--- src/rtl/spi_master_arbiter.sv ---
// spi_master_arbiter
//   Round-robin arbiter that shares one byte-level SPI engine between NUM_REQ
//   requesters. Each requester owns one chip select. A granted requester keeps
//   the engine until it hands over a byte marked tx_last. Only then does the
//   chip select rise and the grant move on.
//
// Optional feature: define SPI_ARB_TIMEOUT_EN to bound the idle wait in XFER.
//   The limit is TIMEOUT_CYCLES. On expiry, timeout_err pulses and the
//   transaction is closed through the normal CS_HOLD release.
//
// Ports:
//   aclk, areset          clock, synchronous active-high reset
//   req                   per-requester bus request (level, sampled in IDLE)
//   gnt                   one-hot grant, held for the whole transaction
//   tx_valid/last/data    per-requester byte stream (data packed 8 bits each)
//   tx_ready              byte accept, only for the granted requester in XFER
//   rx_valid/rx_data      received byte, pulsed to the granted requester
//   eng_start/eng_tx      start pulse and byte to the SPI byte engine
//   eng_done/eng_rx       engine completion pulse and received byte
//   cs_n                  active-low chip selects (at most one low)
//   timeout_err           XFER idle timeout pulse (SPI_ARB_TIMEOUT_EN only)
module spi_master_arbiter #(
    parameter int NUM_REQ        = 4,
    parameter int CS_SETUP       = 2,
    parameter int CS_HOLD        = 2,
    parameter int TIMEOUT_CYCLES = 1024
) (
    input  logic                 aclk,
    input  logic                 areset,
    input  logic [NUM_REQ-1:0]   req,
    output logic [NUM_REQ-1:0]   gnt,
    input  logic [NUM_REQ-1:0]   tx_valid,
    input  logic [NUM_REQ-1:0]   tx_last,
    input  logic [NUM_REQ*8-1:0] tx_data,
    output logic [NUM_REQ-1:0]   tx_ready,
    output logic [NUM_REQ-1:0]   rx_valid,
    output logic [7:0]           rx_data,
    output logic                 eng_start,
    output logic [7:0]           eng_tx,
    input  logic                 eng_done,
    input  logic [7:0]           eng_rx,
`ifdef SPI_ARB_TIMEOUT_EN
    output logic [NUM_REQ-1:0]   cs_n,
    output logic                 timeout_err
`else
    output logic [NUM_REQ-1:0]   cs_n
`endif
);

    localparam int MAXV_A = (CS_SETUP > CS_HOLD) ? CS_SETUP : CS_HOLD;
    localparam int MAXV   = (MAXV_A > TIMEOUT_CYCLES) ? MAXV_A : TIMEOUT_CYCLES;
    localparam int CW     = (MAXV < 2) ? 1 : $clog2(MAXV);
    localparam int PW     = $clog2(NUM_REQ);

    typedef enum logic [2:0] {S_IDLE, S_SETUP, S_XFER, S_WAIT, S_HOLD} state_t;

    state_t               r_state, w_state_nxt;
    logic [CW-1:0]        r_cnt, w_cnt_nxt;
    logic [PW-1:0]        r_ptr, r_gidx, w_pick;
    logic                 w_found;
    logic [NUM_REQ-1:0]   r_gnt, r_rx_valid;
    logic                 r_last, r_eng_start;
    logic [7:0]           r_eng_tx, r_rx_data;
    logic                 w_grant, w_hs, w_done, w_release;
`ifdef SPI_ARB_TIMEOUT_EN
    logic                 w_timeout, r_timeout_err;
`endif

    // Search upward from r_ptr with wrap. Iterating from the largest offset
    // down means the smallest offset written last wins.
    always_comb begin
        w_found = 1'b0;
        w_pick  = '0;
        for (int k = NUM_REQ - 1; k >= 0; k--) begin
            if (req[(int'(r_ptr) + k) % NUM_REQ]) begin
                w_found = 1'b1;
                w_pick  = PW'((int'(r_ptr) + k) % NUM_REQ);
            end
        end
    end

    always_ff @(posedge aclk) begin
        if (areset) begin
            r_state <= S_IDLE;
            r_cnt   <= '0;
        end else begin
            r_state <= w_state_nxt;
            r_cnt   <= w_cnt_nxt;
        end
    end

    // A zero-length SETUP or HOLD is skipped entirely, so the latencies stay
    // CS_SETUP+1 and CS_HOLD+1 even at 0.
    always_comb begin
        w_state_nxt = r_state;
        w_cnt_nxt   = r_cnt;
        w_grant     = 1'b0;
        w_hs        = 1'b0;
        w_done      = 1'b0;
        w_release   = 1'b0;
`ifdef SPI_ARB_TIMEOUT_EN
        w_timeout   = 1'b0;
`endif
        case (r_state)
            S_IDLE: begin
                if (w_found) begin
                    w_grant     = 1'b1;
                    w_cnt_nxt   = '0;
                    w_state_nxt = (CS_SETUP == 0) ? S_XFER : S_SETUP;
                end
            end
            S_SETUP: begin
                if (r_cnt == CW'(CS_SETUP - 1)) begin
                    w_cnt_nxt   = '0;
                    w_state_nxt = S_XFER;
                end else begin
                    w_cnt_nxt = r_cnt + 1'b1;
                end
            end
            S_XFER: begin
                if (tx_valid[r_gidx]) begin
                    w_hs        = 1'b1;
                    w_cnt_nxt   = '0;
                    w_state_nxt = S_WAIT;
                end
`ifdef SPI_ARB_TIMEOUT_EN
                else if (r_cnt == CW'(TIMEOUT_CYCLES - 1)) begin
                    w_timeout   = 1'b1;
                    w_cnt_nxt   = '0;
                    w_release   = (CS_HOLD == 0);
                    w_state_nxt = (CS_HOLD == 0) ? S_IDLE : S_HOLD;
                end else begin
                    w_cnt_nxt = r_cnt + 1'b1;
                end
`endif
            end
            S_WAIT: begin
                if (eng_done) begin
                    w_done    = 1'b1;
                    w_cnt_nxt = '0;
                    if (r_last) begin
                        w_release   = (CS_HOLD == 0);
                        w_state_nxt = (CS_HOLD == 0) ? S_IDLE : S_HOLD;
                    end else begin
                        w_state_nxt = S_XFER;
                    end
                end
            end
            S_HOLD: begin
                if (r_cnt == CW'(CS_HOLD - 1)) begin
                    w_release   = 1'b1;
                    w_cnt_nxt   = '0;
                    w_state_nxt = S_IDLE;
                end else begin
                    w_cnt_nxt = r_cnt + 1'b1;
                end
            end
            default: w_state_nxt = S_IDLE;
        endcase
    end

    always_ff @(posedge aclk) begin
        if (areset) begin
            r_ptr         <= '0;
            r_gidx        <= '0;
            r_gnt         <= '0;
            r_last        <= 1'b0;
            r_eng_start   <= 1'b0;
            r_eng_tx      <= '0;
            r_rx_valid    <= '0;
            r_rx_data     <= '0;
`ifdef SPI_ARB_TIMEOUT_EN
            r_timeout_err <= 1'b0;
`endif
        end else begin
            r_eng_start   <= w_hs;
            r_rx_valid    <= w_done ? r_gnt : '0;
`ifdef SPI_ARB_TIMEOUT_EN
            r_timeout_err <= w_timeout;
`endif
            if (w_grant) begin
                r_gnt  <= NUM_REQ'(1) << w_pick;
                r_gidx <= w_pick;
            end
            if (w_release) begin
                r_gnt <= '0;
                r_ptr <= (r_gidx == PW'(NUM_REQ - 1)) ? '0 : r_gidx + 1'b1;
            end
            if (w_hs) begin
                r_eng_tx <= tx_data[int'(r_gidx)*8 +: 8];
                r_last   <= tx_last[r_gidx];
            end
            if (w_done) r_rx_data <= eng_rx;
        end
    end

    assign gnt       = r_gnt;
    assign cs_n      = ~r_gnt;
    assign tx_ready  = (r_state == S_XFER) ? r_gnt : '0;
    assign rx_valid  = r_rx_valid;
    assign rx_data   = r_rx_data;
    assign eng_start = r_eng_start;
    assign eng_tx    = r_eng_tx;
`ifdef SPI_ARB_TIMEOUT_EN
    assign timeout_err = r_timeout_err;
`endif

endmodule

--- config.mk ---
export PLATFORM = sky130hd
export DESIGN_NAME = spi_master_arbiter
export DESIGN_NICKNAME = d
export VERILOG_FILES = /design/src/rtl/spi_master_arbiter.sv
export SDC_FILE = /design/constraint.sdc
export NUM_CORES = 1
export LEC_CHECK = 0
export CORE_MARGIN = 2
export CORE_UTILIZATION = 35
export CTS_CLUSTER_DIAMETER = 200
export DETAILED_ROUTE_END_ITERATION = 10
export PLACE_DENSITY = 0.67
export SLEW_MARGIN = 20
export SYNTH_ARGS = -nofsm -noshare
export SYNTH_HDL_FRONTEND = slang
export SYNTH_SLANG_ARGS = --single-unit
--- constraint.sdc ---
create_clock -name aclk -period 2.1 [get_ports aclk]
set_input_delay 0.63 -clock aclk [delete_from_list [all_inputs] [get_ports aclk]]
set_output_delay 0.63 -clock aclk [all_outputs]
set_load 0.02 [all_outputs]
==> results.txt <==
Outcome: completed
CTS buffer count: 5
CP Class: in2reg
Hold path startpoint: rx_data[1]
Vias: 2,132
Synth-to-layout area growth: 55.87%
Hold_buf cts: 0
Yosys cell types: 39
Synth Area in XOR/XNOR: 0.004065
Syn_nets: 306
Static leakage: 1.297 nW
F_max: 504.6 MHz
Critical path fanouts, max: 7
Routed wire length per instance: 12.48 um
R2R setup slack: 0.38 ns
Post-synthesis cell area: 2155 sq um
Yosys reg bits: 43
Mean post-synth cell area: 8.688 sq um
Most used cell, CP: buf_4
TritonRoute pass-1 iters: 5
Initial antenna violation count: 0
MaxCap Viol Count: 0
Actual slew at the worst max-slew pin: 0.4050 ns
Crit path largest cell delay: 0.48 ns
Max transition margin: 0.7300
Unrepaired setup endpoints after global routing: no
DP Wirelength: 4398 um
Crit path DAT: 2.20 ns
Die footprint: 6800 sq um
Total Power: 1.728 mW
Clk_lat worst skew: 0.28 ns
Maximum vdd drop: 327.6 uV
Yosys warning count: 0
Hold Path Depth: 2
# diodes: 0
Adder-cell share of the synthesized area: 0.01742
Root Driver: clkbuf_8
RePlAce Congestion: 0.7318
Fillers: 559
Slowest stage cell, crit path: clkdlybuf4s50_1
GR Overflow Total: 0
Fin crit share: 0.9437
Final min period: 1.982 ns
DRT Wirelength: 5379 um
Post-Synth Simple-Gate Area: 0.2364
Max Root-Sink Buffers: 2
CP Buf/Inv Count: 3
Complex-gate fraction of the synthesized area: 0.1341
Drt via density: 4.947
Reg2reg start: r_state[0]
Ratio of cells with drive above 1 in the final layout: 0.1264
Tot GR Track Use: 0.1672
Port bufs: 87
I/O pin cnt: 88
Reg-to-Reg End: r_cnt[8]
Main combinational cell family by area after synthesis: simple AND/OR/NAND/NOR gates
Final Hold Fails: 0
Post-synthesis mux area share: 0.1591
Hold Path Sink: rx_data[1]
Row count: 28
Final setup viols: 0
CP Capture Type: flip-flop
Largest net degree at the start of global routing: 18
First-pass GRT wire length: 8914 um
Cells after synthesis: 248
Starting utilization of the core area: 0.3639
Fin Hold WS: 0.4538 ns
Core Area: 5921 sq um
Die X: 82.46 um
Antenna-violating nets left: 0
Min-delay worst type: reg2reg
Pwr/cell area: 514.4 nW/um^2
Initial DRC count: 63
Clock sinks: 43
Clk_skew: 0.005287 ns
DIE HEIGHT: 82.46 um
Seq/Total Area, Yosys: 0.3995
CTS clk-pin slew, worst paths: 0.08 ns
Post-layout nets: 413
Crit path launch type: input port
Count of final max-slew check failures: 0
R2R cell count: 6
TritonCTS clock tree: yes
Worst-path cell chain: clkdlybuf4s50_1 -> nor4_1 -> buf_4 -> buf_4 -> nand2b_1 -> or3_1 -> a21oi_1
Number of global-route vias before repair: 2,081
DR DRC count: 0
Cell family with most CP delay: buffers and inverters
CTS H-tree lvls: 2
Data required time of the worst path: 2.32 ns
per-stage QoR:
| stage | util | worst slack, ns | TNS, ns | cells | cell area, sq um |
|---|---|---|---|---|---|
| finish | 0.5672 | 0.1183 | 0 | 431 | 3358 |
| CTS | 0.5672 | 0.09131 | 0 | 431 | 3358 |
| floorplan | - | 0.3040 | 0 | 248 | 2155 |
| detailed placement | 0.5543 | -0.1877 | -1.693 | 423 | 3282 |
| global route | 0.5672 | 0.02214 | 0 | 431 | 3358 |
| global placement | 0.5543 | -0.1212 | -0.7768 | 423 | 3282 |
worst max path at each step:
stage          cells after the start          end        from
6_report                           7       gnt[0]      req[1]
2_1_floorplan                      4  tx_ready[0]  r_state[2]
5_1_grt                            3  tx_ready[1]  r_state[2]
3_5_place_dp                       7     r_cnt[7]      req[1]
3_3_place_gp                       7       gnt[0]      req[0]
4_1_cts                            3  tx_ready[2]  r_state[2]
repair_timing:
action	CTS	global route
gates resized for setup	4	0
hold endpoints to repair	0	0
setup buffers	0	0
endpoints found under the setup margin	4	0
Yosys cell counts, drive strengths merged:
master	number	area, sq um
o21a	1	7.510
nand4	1	6.260
a21boi	1	7.510
o22ai	2	12.51
ha	3	37.54
nor3b	1	7.510
dfxtp	43	860.8
and2b	1	7.510
nand3b	3	22.52
o21ai	7	35.03
a21o	2	15.01
a22o	1	8.760
nor2b	1	6.260
xor2	1	8.760
and4b	1	13.76
a221o	1	10.01
mux4	9	202.7
nand2	34	127.6
nand3	8	45.04
o32ai	2	25.03
o22a	1	8.760
a211o	1	8.760
buf	5	27.53
nand2b	10	62.56
clkbuf	8	30.03
a21oi	27	135.1
nor2	21	78.83
nor4	3	18.77
a211oi	2	15.01
inv	13	48.80
mux2i	14	140.1
nor3	14	70.07
or2	1	6.260
or3	5	36.28
placed cells by master, fill, tap and decap left out, types with 3 or more instances in the layout:
cell             instances
or3_1                    4
clkbuf_8                 5
nand2_1                 34
nor2_1                  21
dlygate4sd2_1            4
mux2i_1                 14
inv_1                   13
mux4_2                   9
nand2b_1                10
o21ai_0                  6
clkdlybuf4s50_1         83
buf_4                   24
dfxtp_1                 43
ha_1                     3
nand3_1                  7
nor3_1                  14
nor4_1                   3
a21oi_1                 27
nand3b_1                 3
flip-flops by register name, indices dropped and copies added (netlist names):
signal     cells
r_ptr          2
eng_start      1
rx_data        8
r_gidx         2
r_state        3
rx_valid       4
eng_tx         8
gnt            4
r_last         1
r_cnt         10
worst reg2reg max path: stages, from the launching register on:
cell,delay (ns)
dfxtp_1,0.42
buf_4,0.20
xor2_1,0.15
nand2b_1,0.12
or3_4,0.35
or3_1,0.34
o21ai_0,0.07
layout make-up:
class | count | area, sq um | area share
tap | 75 | 93.84 | 0.02794
sequential | 43 | 860.8 | 0.2563
timing repair buffer | 113 | 1086 | 0.3234
clock inverter | 1 | 5.005 | 0.001490
multi-input combinational | 179 | 1187 | 0.3536
clock buffer | 7 | 76.32 | 0.02273
inverter | 13 | 48.80 | 0.01453
per-layer routing:
| layer | global-route usage | routed length (um) | up-vias |
|---|---|---|---|
| li1 | - | - | 1093 |
| met1 | 0.2046 | 2271 | 992 |
| met2 | 0.2903 | 2822 | 38 |
| met3 | 0.03696 | 190 | 9 |
| met4 | 0.05333 | 95 | 0 |
| met5 | 0 | 0 | - |
kinds of logic (layout without fill, tap and decap cells):
group | after synthesis | after routing
and+or+nand+nor | 104 | 104
DFF | 43 | 43
AOI/OAI and AO/OA | 48 | 48
xor gates and xnor gates | 1 | 1
adders and majority gates | 3 | 3
muxes | 23 | 23
buffers and inverters | 26 | 134
power breakdown:
group / internal, mW / switching, mW / total (mW)
clock network: 0.234 / 0.259 / 0.493
logic: 0.228 / 0.155 / 0.383
registers: 0.834 / 0.0185 / 0.852
total: 1.29 / 0.433 / 1.73
Power figures use the tool's default switching activity.
